--- src/rtl/mem_port_arbiter_if.sv ---
// Bus bundle between the pipeline (fetch + data ports), the arbiter and the
// unified single-ported memory.
interface mem_port_arbiter_if #(
  parameter int DW = 32
) ();
  // fetch port
  logic          if_req;
  logic [DW-1:0] if_addr;
  logic [DW-1:0] if_rdata;
  logic          if_ready;
  logic          if_stall;
  // data (MEM-stage) port
  logic          d_req;
  logic          d_we;
  logic [DW-1:0] d_addr;
  logic [DW-1:0] d_wdata;
  logic [DW-1:0] d_rdata;
  logic          d_ready;
  logic          d_stall;
  // memory side
  logic          mem_req;
  logic          mem_we;
  logic [DW-1:0] mem_addr;
  logic [DW-1:0] mem_wdata;
  logic [DW-1:0] mem_rdata;
  logic          mem_valid;
  // timeout indication
  logic          err;

  // Arbiter view: serves both pipeline ports and masters the memory.
  modport master (
    input  if_req, if_addr, d_req, d_we, d_addr, d_wdata, mem_rdata, mem_valid,
    output if_rdata, if_ready, if_stall, d_rdata, d_ready, d_stall,
           mem_req, mem_we, mem_addr, mem_wdata, err
  );

  // Environment view: the pipeline requesters and the memory itself.
  modport slave (
    output if_req, if_addr, d_req, d_we, d_addr, d_wdata, mem_rdata, mem_valid,
    input  if_rdata, if_ready, if_stall, d_rdata, d_ready, d_stall,
           mem_req, mem_we, mem_addr, mem_wdata, err
  );
endinterface

--- src/rtl/mem_port_arbiter.sv ---
// Arbiter sharing one single-ported memory between instruction fetch and the
// MEM-stage data port. Data has priority, but after MAX_DPRIO consecutive data
// grants taken while fetch was waiting, fetch wins the next contended round.
// Each access runs IDLE -> ISSUE -> WAIT -> RESP; a memory that never answers
// is cut off after TIMEOUT wait cycles with 32'hDEADBEEF and an err pulse.
module mem_port_arbiter #(
  parameter int DW        = 32,
  parameter int MAX_DPRIO = 4,
  parameter int TIMEOUT   = 64
) (
  input  logic               clk,
  input  logic               reset,
  mem_port_arbiter_if.master bus
);

  typedef enum logic [1:0] {
    S_IDLE,
    S_ISSUE,
    S_WAIT,
    S_RESP
  } state_t;

  localparam logic [3:0]    DPRIO_MAX = 4'(MAX_DPRIO);
  localparam logic [7:0]    WAIT_MAX  = 8'(TIMEOUT);
  localparam logic [DW-1:0] ERR_DATA  = DW'(32'hDEADBEEF);

  state_t        state_reg, state_next;
  logic          owner_d_reg, owner_d_next;       // 1: data port owns the access
  logic [3:0]    starve_cnt_reg, starve_cnt_next;
  logic [7:0]    wait_cnt_reg, wait_cnt_next;
  logic [DW-1:0] if_rdata_reg, if_rdata_next;
  logic [DW-1:0] d_rdata_reg, d_rdata_next;
  logic          if_ready_reg, if_ready_next;
  logic          d_ready_reg, d_ready_next;
  logic          err_reg, err_next;
  logic          mem_req_reg, mem_req_next;
  logic          mem_we_reg, mem_we_next;
  logic [DW-1:0] mem_addr_reg, mem_addr_next;
  logic [DW-1:0] mem_wdata_reg, mem_wdata_next;

  logic          grant_d;
  logic          resp_done;
  logic          resp_err;
  logic [DW-1:0] resp_data;

  // Next-state and next-output logic for the access sequencer.
  always_comb begin
    state_next      = state_reg;
    owner_d_next    = owner_d_reg;
    starve_cnt_next = starve_cnt_reg;
    wait_cnt_next   = wait_cnt_reg;
    if_rdata_next   = if_rdata_reg;
    d_rdata_next    = d_rdata_reg;
    if_ready_next   = 1'b0;
    d_ready_next    = 1'b0;
    err_next        = 1'b0;
    mem_req_next    = 1'b0;
    mem_we_next     = mem_we_reg;
    mem_addr_next   = mem_addr_reg;
    mem_wdata_next  = mem_wdata_reg;
    grant_d         = 1'b0;
    resp_done       = 1'b0;
    resp_err        = 1'b0;
    resp_data       = '0;

    case (state_reg)
      S_IDLE: begin
        if (bus.if_req || bus.d_req) begin
          // Data wins unless fetch has already been passed over MAX_DPRIO times.
          grant_d      = bus.d_req && !(bus.if_req && (starve_cnt_reg == DPRIO_MAX));
          owner_d_next = grant_d;
          if (grant_d) begin
            mem_we_next    = bus.d_we;
            mem_addr_next  = bus.d_addr;
            mem_wdata_next = bus.d_wdata;
            if (bus.if_req && (starve_cnt_reg != DPRIO_MAX)) begin
              starve_cnt_next = starve_cnt_reg + 4'd1;
            end
          end else begin
            mem_we_next     = 1'b0;
            mem_addr_next   = bus.if_addr;
            mem_wdata_next  = '0;
            starve_cnt_next = '0;
          end
          mem_req_next = 1'b1;
          state_next   = S_ISSUE;
        end
      end

      S_ISSUE: begin
        // The first WAIT cycle counts as wait cycle 1.
        wait_cnt_next = 8'd1;
        state_next    = S_WAIT;
      end

      S_WAIT: begin
        // A completion in the final wait cycle still beats the timeout.
        if (bus.mem_valid) begin
          resp_done = 1'b1;
          resp_data = mem_we_reg ? '0 : bus.mem_rdata;
        end else if (wait_cnt_reg == WAIT_MAX) begin
          resp_done = 1'b1;
          resp_err  = 1'b1;
          resp_data = ERR_DATA;
        end else begin
          wait_cnt_next = wait_cnt_reg + 8'd1;
        end
        if (resp_done) begin
          state_next = S_RESP;
          err_next   = resp_err;
          if (owner_d_reg) begin
            d_ready_next = 1'b1;
            d_rdata_next = resp_data;
          end else begin
            if_ready_next = 1'b1;
            if_rdata_next = resp_data;
          end
        end
      end

      S_RESP: begin
        wait_cnt_next = '0;
        state_next    = S_IDLE;
      end

      default: state_next = S_IDLE;
    endcase
  end

  // State and registered-output update; reset abandons any access in flight.
  always_ff @(posedge clk) begin
    if (reset) begin
      state_reg      <= S_IDLE;
      owner_d_reg    <= 1'b0;
      starve_cnt_reg <= '0;
      wait_cnt_reg   <= '0;
      if_rdata_reg   <= '0;
      d_rdata_reg    <= '0;
      if_ready_reg   <= 1'b0;
      d_ready_reg    <= 1'b0;
      err_reg        <= 1'b0;
      mem_req_reg    <= 1'b0;
      mem_we_reg     <= 1'b0;
      mem_addr_reg   <= '0;
      mem_wdata_reg  <= '0;
    end else begin
      state_reg      <= state_next;
      owner_d_reg    <= owner_d_next;
      starve_cnt_reg <= starve_cnt_next;
      wait_cnt_reg   <= wait_cnt_next;
      if_rdata_reg   <= if_rdata_next;
      d_rdata_reg    <= d_rdata_next;
      if_ready_reg   <= if_ready_next;
      d_ready_reg    <= d_ready_next;
      err_reg        <= err_next;
      mem_req_reg    <= mem_req_next;
      mem_we_reg     <= mem_we_next;
      mem_addr_reg   <= mem_addr_next;
      mem_wdata_reg  <= mem_wdata_next;
    end
  end

  assign bus.if_rdata  = if_rdata_reg;
  assign bus.if_ready  = if_ready_reg;
  assign bus.d_rdata   = d_rdata_reg;
  assign bus.d_ready   = d_ready_reg;
  assign bus.err       = err_reg;
  assign bus.mem_req   = mem_req_reg;
  assign bus.mem_we    = mem_we_reg;
  assign bus.mem_addr  = mem_addr_reg;
  assign bus.mem_wdata = mem_wdata_reg;

  // Stalls are combinational so the pipeline releases in the ready cycle.
  assign bus.if_stall  = bus.if_req & ~if_ready_reg;
  assign bus.d_stall   = bus.d_req & ~d_ready_reg;

endmodule

--- src/flat_wrapper.sv ---
// flat-port wrapper written by rule: the top's interface ports become plain ports
module mem_port_arbiter_flat 
#(
  parameter int DW        = 32,
  parameter int MAX_DPRIO = 4,
  parameter int TIMEOUT   = 64
)
  (clk, reset, bus_if_req, bus_if_addr, bus_d_req, bus_d_we, bus_d_addr, bus_d_wdata, bus_mem_rdata, bus_mem_valid, bus_if_rdata, bus_if_ready, bus_if_stall, bus_d_rdata, bus_d_ready, bus_d_stall, bus_mem_req, bus_mem_we, bus_mem_addr, bus_mem_wdata, bus_err);
  mem_port_arbiter_if #(.DW(DW)) bus_i ();
  input  logic clk;
  input  logic reset;
  input wire logic [$bits(bus_i.if_req)-1:0] bus_if_req;
  input wire logic [$bits(bus_i.if_addr)-1:0] bus_if_addr;
  input wire logic [$bits(bus_i.d_req)-1:0] bus_d_req;
  input wire logic [$bits(bus_i.d_we)-1:0] bus_d_we;
  input wire logic [$bits(bus_i.d_addr)-1:0] bus_d_addr;
  input wire logic [$bits(bus_i.d_wdata)-1:0] bus_d_wdata;
  input wire logic [$bits(bus_i.mem_rdata)-1:0] bus_mem_rdata;
  input wire logic [$bits(bus_i.mem_valid)-1:0] bus_mem_valid;
  output wire logic [$bits(bus_i.if_rdata)-1:0] bus_if_rdata;
  output wire logic [$bits(bus_i.if_ready)-1:0] bus_if_ready;
  output wire logic [$bits(bus_i.if_stall)-1:0] bus_if_stall;
  output wire logic [$bits(bus_i.d_rdata)-1:0] bus_d_rdata;
  output wire logic [$bits(bus_i.d_ready)-1:0] bus_d_ready;
  output wire logic [$bits(bus_i.d_stall)-1:0] bus_d_stall;
  output wire logic [$bits(bus_i.mem_req)-1:0] bus_mem_req;
  output wire logic [$bits(bus_i.mem_we)-1:0] bus_mem_we;
  output wire logic [$bits(bus_i.mem_addr)-1:0] bus_mem_addr;
  output wire logic [$bits(bus_i.mem_wdata)-1:0] bus_mem_wdata;
  output wire logic [$bits(bus_i.err)-1:0] bus_err;
  assign bus_i.if_req = bus_if_req;
  assign bus_i.if_addr = bus_if_addr;
  assign bus_i.d_req = bus_d_req;
  assign bus_i.d_we = bus_d_we;
  assign bus_i.d_addr = bus_d_addr;
  assign bus_i.d_wdata = bus_d_wdata;
  assign bus_i.mem_rdata = bus_mem_rdata;
  assign bus_i.mem_valid = bus_mem_valid;
  assign bus_if_rdata = bus_i.if_rdata;
  assign bus_if_ready = bus_i.if_ready;
  assign bus_if_stall = bus_i.if_stall;
  assign bus_d_rdata = bus_i.d_rdata;
  assign bus_d_ready = bus_i.d_ready;
  assign bus_d_stall = bus_i.d_stall;
  assign bus_mem_req = bus_i.mem_req;
  assign bus_mem_we = bus_i.mem_we;
  assign bus_mem_addr = bus_i.mem_addr;
  assign bus_mem_wdata = bus_i.mem_wdata;
  assign bus_err = bus_i.err;
  mem_port_arbiter #(.DW(DW), .MAX_DPRIO(MAX_DPRIO), .TIMEOUT(TIMEOUT)) u_core (.clk(clk), .reset(reset), .bus(bus_i));
endmodule
--- config.mk ---
export PLATFORM = sky130hd
export DESIGN_NAME = mem_port_arbiter_flat
export DESIGN_NICKNAME = d
export VERILOG_FILES = /design/src/rtl/mem_port_arbiter_if.sv /design/src/rtl/mem_port_arbiter.sv /design/src/flat_wrapper.sv
export SDC_FILE = /design/constraint.sdc
export NUM_CORES = 1
export LEC_CHECK = 0
export BUFFER_PORTS_ARGS = -buffer_cell sky130_fd_sc_hd__buf_2
export CORE_UTILIZATION = 50
export DETAILED_ROUTE_END_ITERATION = 8
export PLACE_DENSITY = 0.85
export SYNTH_ARGS = -nofsm -noshare
export SYNTH_HDL_FRONTEND = slang
export SYNTH_SLANG_ARGS = --single-unit
--- constraint.sdc ---
create_clock -name clk -period 3.67 [get_ports clk]
set_input_delay 0.1835 -clock clk [delete_from_list [all_inputs] [get_ports clk]]
set_output_delay 0.1835 -clock clk [all_outputs]
set_load 0.05 [all_outputs]
==> results_dict.tcl, run 1 <==
set metrics [dict create \
    outcome "completed" \
    design.core.area_sq_um 11400 \
    synth-async-reset-ratio_pct 0 \
    worst_r2r_path_depth 7 \
    hold_end "u_core.bus.mem_wdata[25]" \
    fmax_mhz 421 \
    finalWeightedCongestion 0.795 \
    first_pass_iters 5 \
    initial_antenna_violation_count 0 \
    avgRoutedWirePerCell_microns 14.7 \
    cts.htree.levels 4 \
    synthesis.area_per_instance_sq_um 8.67 \
    io_pins 269 \
    finalHoldViolCount 0 \
    rsz_0062_raised_after_global_routing "false" \
    dp_hpwl_mm 10.5 \
    num_vias 5839 \
    tritoncts.num_buffers 17 \
    layout_min_cycle_time_ps 2380 \
    grt_pass1_wl_mm 24.2 \
    max_slew_margin_pct 28.3 \
    drv_slew 0 \
    yosysWarnings 0 \
    post_route_fraction_of_the_period_consumed_by_the_critical_path_pct 64.8 \
    final_nets 1057 \
    power.total_uw 5990 \
    area_delta_synth_final_pct 32.7 \
    regToRegSetupSlack_ps 1290 \
    crit_path_start_kind "flop" \
    timing.critical_path.required_ps 3970 \
    die_extent_in_y_microns 110 \
    quantity_of_i_o_buffers_inserted_on_ports 268 \
    tightestPinTransition_ps 1070 \
    setup.worst_path.end_class "flop" \
    route.detailed.drc 0 \
    critPathMaxFanout 24 \
    clkSlewWorstSetupHoldPaths_ps 60 \
    layout-drive-gt1-share_pct 34.3 \
    post-cts-setup-buffer-count 0 \
    ant_nets 0 \
    syn-cell-area_sq_um 5860 \
    power_density_nw_per_um2 770 \
    cts-resized-gates 0 \
    ys_seq_area_share_pct 50.6 \
    hold_path_class "input port to flop" \
    multi_input_area_sq_um 2610 \
    wl_mm 15.7 \
    final.setup_skew_ps 9.07 \
    report.final.setup_viol 0 \
    n_antenna_cell 0 \
    worst_skew_pair.late_latency_ps 410 \
    synth_fp_nets 817 \
    floorplan.rows 39 \
    starting_drc_count_in_detailed_routing 447 \
    clkSinkCount 148 \
    finalSetupTns_ps 0 \
    cts_hold_repair.buffers 0 \
    peakVddDrop_uv 566 \
    ys_dominant_reg_cell "sky130_fd_sc_hd__dfxtp_1" \
    grt_max_degree 68 \
    cts_root_buf "sky130_fd_sc_hd__clkbuf_16" \
    global_route.overflow_total 0 \
    cts.path.max_buffers 2 \
    min_path_cells 3 \
    post_synthesis_sequential_element_count 148 \
    number_of_global_route_vias_before_repair 5414 \
    seqCellArea_sq_um 2960 \
    post_synth_inst_count 676 \
    critPathKind "flop to flop" \
    cp_data_arrival_time_ps 2680 \
    synth.distinct_cells 39 \
    grt_usage_pct 25.4 \
    clock_tree_from_tritoncts "yes" \
    route.detailed.vias_per_inst 5.45 \
    hold_path_startpoint "bus_d_wdata[25]" \
    fp.dieArea_sq_um 12200 \
    count_of_flip_flops_with_a_built_in_enable_after_synthesis 0 \
    p_leak_uw 0.00366 \
    start_util_pct 51.3 \
    rr_startpoint "u_core.state_reg[0]" \
    cap_viol_max_count 0 \
    die_w_microns 110 \
    crit-reg2reg-capture "u_core.bus.d_rdata[10]" \
    fill_cells 951 \
]
## cell type report
cell class              instances  share of cell area (%)
well taps                     143                    2.30
inverters                      11                   0.531
flip-flops and latches        148                    38.1
clock inverters                12                    1.69
multi-input cells             461                    33.5
clock buffers                  20                    5.74
repair buffers                277                    18.1
## critical path, stage by stage, from the launching register on
cell                      delay (ps)
sky130_fd_sc_hd__dfxtp_1         330
sky130_fd_sc_hd__inv_1            80
sky130_fd_sc_hd__ha_1            530
sky130_fd_sc_hd__nand2_1         530
sky130_fd_sc_hd__nor2_1          220
sky130_fd_sc_hd__buf_4           310
sky130_fd_sc_hd__a21oi_1         130
sky130_fd_sc_hd__o21a_1          140
## cells in the mapped netlist, types with 5 or more instances
library cell               count  area [sq um]
sky130_fd_sc_hd__a21oi_1      74           370
sky130_fd_sc_hd__a22oi_1      33           248
sky130_fd_sc_hd__a311oi_1     32           280
sky130_fd_sc_hd__buf_1         5          18.8
sky130_fd_sc_hd__buf_2         5          25.0
sky130_fd_sc_hd__clkbuf_1     42           158
sky130_fd_sc_hd__dfxtp_1     148          2960
sky130_fd_sc_hd__ha_1          7          87.6
sky130_fd_sc_hd__inv_1         8          30.0
sky130_fd_sc_hd__nand2_1     117           439
sky130_fd_sc_hd__nand2b_1      5          31.3
sky130_fd_sc_hd__nor2_1       76           285
sky130_fd_sc_hd__o21a_1       51           383
sky130_fd_sc_hd__o21ai_1      19          95.1
## placed cells by master (no fill, tap or decap), drive strengths merged, types with 3 or more instances in the layout
cell      count
nand2b        5
o21ai        19
clkinvlp      4
nand4         3
a311oi       32
or4           4
clkinv        6
a21oi        74
nor3          7
nand4b        3
clkbuf       20
a31oi         4
nor2         79
a22oi        34
buf         277
o21a         51
inv          11
or3           4
dfxtp       148
ha            7
nand2       117
## per-layer routing
| layer | track usage (%) | vias up | routed length (microns) |
|---|---|---|---|
| li1 | - | 2861 | - |
| met4 | 9.02 | 0 | 258 |
| met3 | 9.11 | 20 | 1240 |
| met1 | 28.1 | 2738 | 6450 |
| met2 | 44.5 | 220 | 7770 |
| met5 | 0 | - | 0 |
## per-stage QoR
| step | hold slack, ps | cell area, sq um | worst slack, ps | instances | utilization, % |
|---|---|---|---|---|---|
| 2_1_floorplan | 324 | 5860 | 1980 | 676 | - |
| 3_3_place_gp | 427 | 7200 | 1400 | 1040 | 63.1 |
| 3_5_place_dp | 443 | 7200 | 1330 | 1040 | 63.1 |
| 4_1_cts | 3.17 | 7780 | 1330 | 1072 | 68.1 |
| 5_1_grt | 4.60 | 7780 | 1070 | 1072 | 68.1 |
| 6_report | 20.2 | 7780 | 1290 | 1072 | 68.1 |
## logic make-up (layout without fill, tap and decap cells)
family          count (synthesis)  after routing  share of synthesized area (%)
mux                             1              1                          0.171
fa+ha+maj                       7              7                           1.49
flops                         148            148                           50.6
compound gates                220            220                           25.2
buf+inv                        67            320                           5.17
simple gates                  233            233                           17.4
## power by group
group	total (uW)	switching [uW]	internal [uW]
Combinational	2240	1690	550
Sequential	2070	158	1910
Clock	1670	656	1020
Total	5990	2510	3480
## worst max path at each step
stage                         from                 endpoint  slack (ps)  depth (start not counted)
3_3_place_gp   u_core.state_reg[0]   u_core.bus.d_rdata[10]        1400                          7
5_1_grt        u_core.state_reg[0]   u_core.bus.d_rdata[13]        1070                          7
6_report       u_core.state_reg[0]   u_core.bus.d_rdata[10]        1290                          7
4_1_cts        u_core.state_reg[0]  u_core.bus.if_rdata[13]        1330                          7
3_5_place_dp   u_core.state_reg[0]   u_core.bus.d_rdata[12]        1330                          7
2_1_floorplan  u_core.state_reg[0]  u_core.bus.if_rdata[10]        1980                          8
No activity file was read; power rests on OpenSTA's default activity.
==> run 2, diff against run 1 <==
Settings changed: CORE_UTILIZATION 50 to 42, PLACE_DENSITY 0.85 to 0.76.
Clock period 3.67 ns to 2 ns, I/O delays scaled along.
==> run 2 against run 1 <==
First-iteration DRC count is 10% lower. Highest routed layer unchanged. Flip-flop and latch count stayed put. Maximum frequency is 27% higher.
==> results_dict.tcl, run 2 (synthesis results as in run 1) <==
set metrics [dict create \
    timing.critical_path.required_ps 2360 \
    grt_max_degree 90 \
    first_pass_iters 6 \
    fp.dieArea_sq_um 14400 \
    power.total_uw 11600 \
    cap_viol_max_count 0 \
    power.share.sequential_pct 33.1 \
    layout-drive-gt1-share_pct 31.8 \
    die_extent_in_y_microns 120 \
    finalWeightedCongestion 0.794 \
    combinationalPowerShare_pct 38.6 \
    ant_nets 0 \
    dp_cells 1083 \
    number_of_global_route_vias_before_repair 6245 \
    peakVddDrop_uv 767 \
    clock_tree_from_tritoncts "yes" \
    report.final.setup_viol 0 \
    fmax_mhz 534 \
    dp_hpwl_mm 10.9 \
    finalHoldViolCount 0 \
    layout_min_cycle_time_ps 1870 \
    grt_pass1_wl_mm 29.7 \
    crit_start "u_core.wait_cnt_reg[7]" \
    tightestPinTransition_ps 941 \
    finalSetupTns_ps 0 \
    global_route.overflow_total 0 \
    rr_startpoint "u_core.wait_cnt_reg[7]" \
    io_pins 269 \
    rsz_0062_raised_after_global_routing "false" \
    wl_mm 18.6 \
    max_slew_margin_pct 37.3 \
    design.core.area_sq_um 13400 \
    layout_common_cells "267 x sky130_fd_sc_hd__buf_2, 148 x sky130_fd_sc_hd__dfxtp_1, 117 x sky130_fd_sc_hd__nand2_1" \
    grt_usage_pct 25.9 \
    critPathMaxFanout 24 \
    worst_skew_pair.late_latency_ps 420 \
    avgRoutedWirePerCell_microns 15.3 \
    die_w_microns 120 \
    clock_power_share_pct 28.3 \
    instances_no_fill 1220 \
    power_density_nw_per_um2 1280 \
    starting_drc_count_in_detailed_routing 401 \
    power.switching_fraction_pct 41.7 \
    route.detailed.drc 0 \
    initial_antenna_violation_count 0 \
    cts-resized-gates 0 \
    cp_data_arrival_time_ps 2230 \
    cts.htree.levels 4 \
    hold_path_startpoint "bus_if_req" \
    critPathKind "flop to flop" \
    fill_cells 1041 \
    layout.core_utilization_pct 67.4 \
    clkSinkCount 148 \
    internal-power_uw 6740 \
    clkSlewWorstSetupHoldPaths_ps 60 \
    total_switching_power_uw 4810 \
    quantity_of_i_o_buffers_inserted_on_ports 268 \
    p_leak_uw 0.00419 \
    layout_commonest_cell "sky130_fd_sc_hd__buf_2" \
    setup.worst_path.end_class "flop" \
    area_delta_synth_final_pct 54.2 \
    final_nets 1172 \
    hold_path_class "input port to flop" \
    route.detailed.vias_per_inst 5.23 \
    cts.path.max_buffers 2 \
    post-cts-setup-buffer-count 0 \
    tritoncts.num_buffers 17 \
    cts_root_buf "sky130_fd_sc_hd__clkbuf_16" \
    place_area_sq_um 7380 \
    post_route_fraction_of_the_period_consumed_by_the_critical_path_pct 93.6 \
    final.setup_skew_ps 11.2 \
    floorplan.rows 42 \
    outcome "completed" \
    drv_slew 0 \
    crit_path_start_kind "flop" \
    num_vias 6384 \
    cts_hold_repair.buffers 105 \
    n_antenna_cell 0 \
    fin_area_sq_um 9040 \
    start_util_pct 43.7 \
]
## run 2: cell count changes in the layout (fill, tap and decap cells not counted)
| cell | change |
|---|---|
| sky130_fd_sc_hd__dlygate4sd3_1 | +105 |
| sky130_fd_sc_hd__buf_12 | +5 |
| sky130_fd_sc_hd__buf_4 | +5 |
| sky130_fd_sc_hd__inv_6 | +4 |
| sky130_fd_sc_hd__clkinvlp_4 | -3 |
| sky130_fd_sc_hd__nor2_1 | -2 |
| sky130_fd_sc_hd__nor2_2 | +2 |
| sky130_fd_sc_hd__bufinv_16 | +1 |
| sky130_fd_sc_hd__clkbuf_1 | -1 |
| sky130_fd_sc_hd__clkbuf_8 | -1 |
## run 2: per-stage QoR
stage | worst slack [ps] | hold slack (ps)
finish | 129 | 43.4
global route | 53.5 | 36.6
CTS | 127 | 18.6
detailed placement | 150 | 357
global placement | 193 | 345
floorplan | 309 | 240
## run 2: layout make-up
| class | count | area [sq um] | area share (%) |
|---|---|---|---|
| Sequential cell | 148 | 2960 | 32.8 |
| Multi-Input combinational cell | 461 | 2610 | 28.9 |
| Timing Repair Buffer | 392 | 2600 | 28.8 |
| Clock buffer | 18 | 429 | 4.75 |
| Tap cell | 176 | 220 | 2.44 |
| Clock inverter | 14 | 174 | 1.92 |
| Inverter | 11 | 41.3 | 0.457 |
## run 2: critical path, cell delays in order, from the launching register on
cell	delay (ps)
sky130_fd_sc_hd__dfxtp_1	330
sky130_fd_sc_hd__or3_1	410
sky130_fd_sc_hd__o41a_4	510
sky130_fd_sc_hd__nor2_8	380
sky130_fd_sc_hd__o21a_1	170
## run 2: power by group through the flow
stage / Combinational (uW) / Sequential (uW) / Clock, uW
3_5_place_dp: 4240 / 3860 / 0
2_1_floorplan: 1320 / 5690 / 0
5_1_grt: 4720 / 3880 / 3470
4_1_cts: 4400 / 3810 / 3320
3_3_place_gp: 4210 / 3840 / 0
6_report: 4460 / 3820 / 3270
## run 2: final timing paths
check,slack (ps),depth (start not counted),end
max,130,4,u_core.bus.if_rdata[9]
min,40,3,u_core.starve_cnt_reg[1]
max reg2reg,130,4,u_core.bus.if_rdata[9]
min reg2reg,460,1,u_core.bus.if_rdata[15]
## run 2: per-layer routing
metal  wire length, microns  GRT usage, %  up-vias
met5                      0             0        -
met4                    567          12.1        0
met3                   1500          7.22       49
met2                   9160          45.0      301
met1                   7420          29.2     2954
li1                       -             -     3080
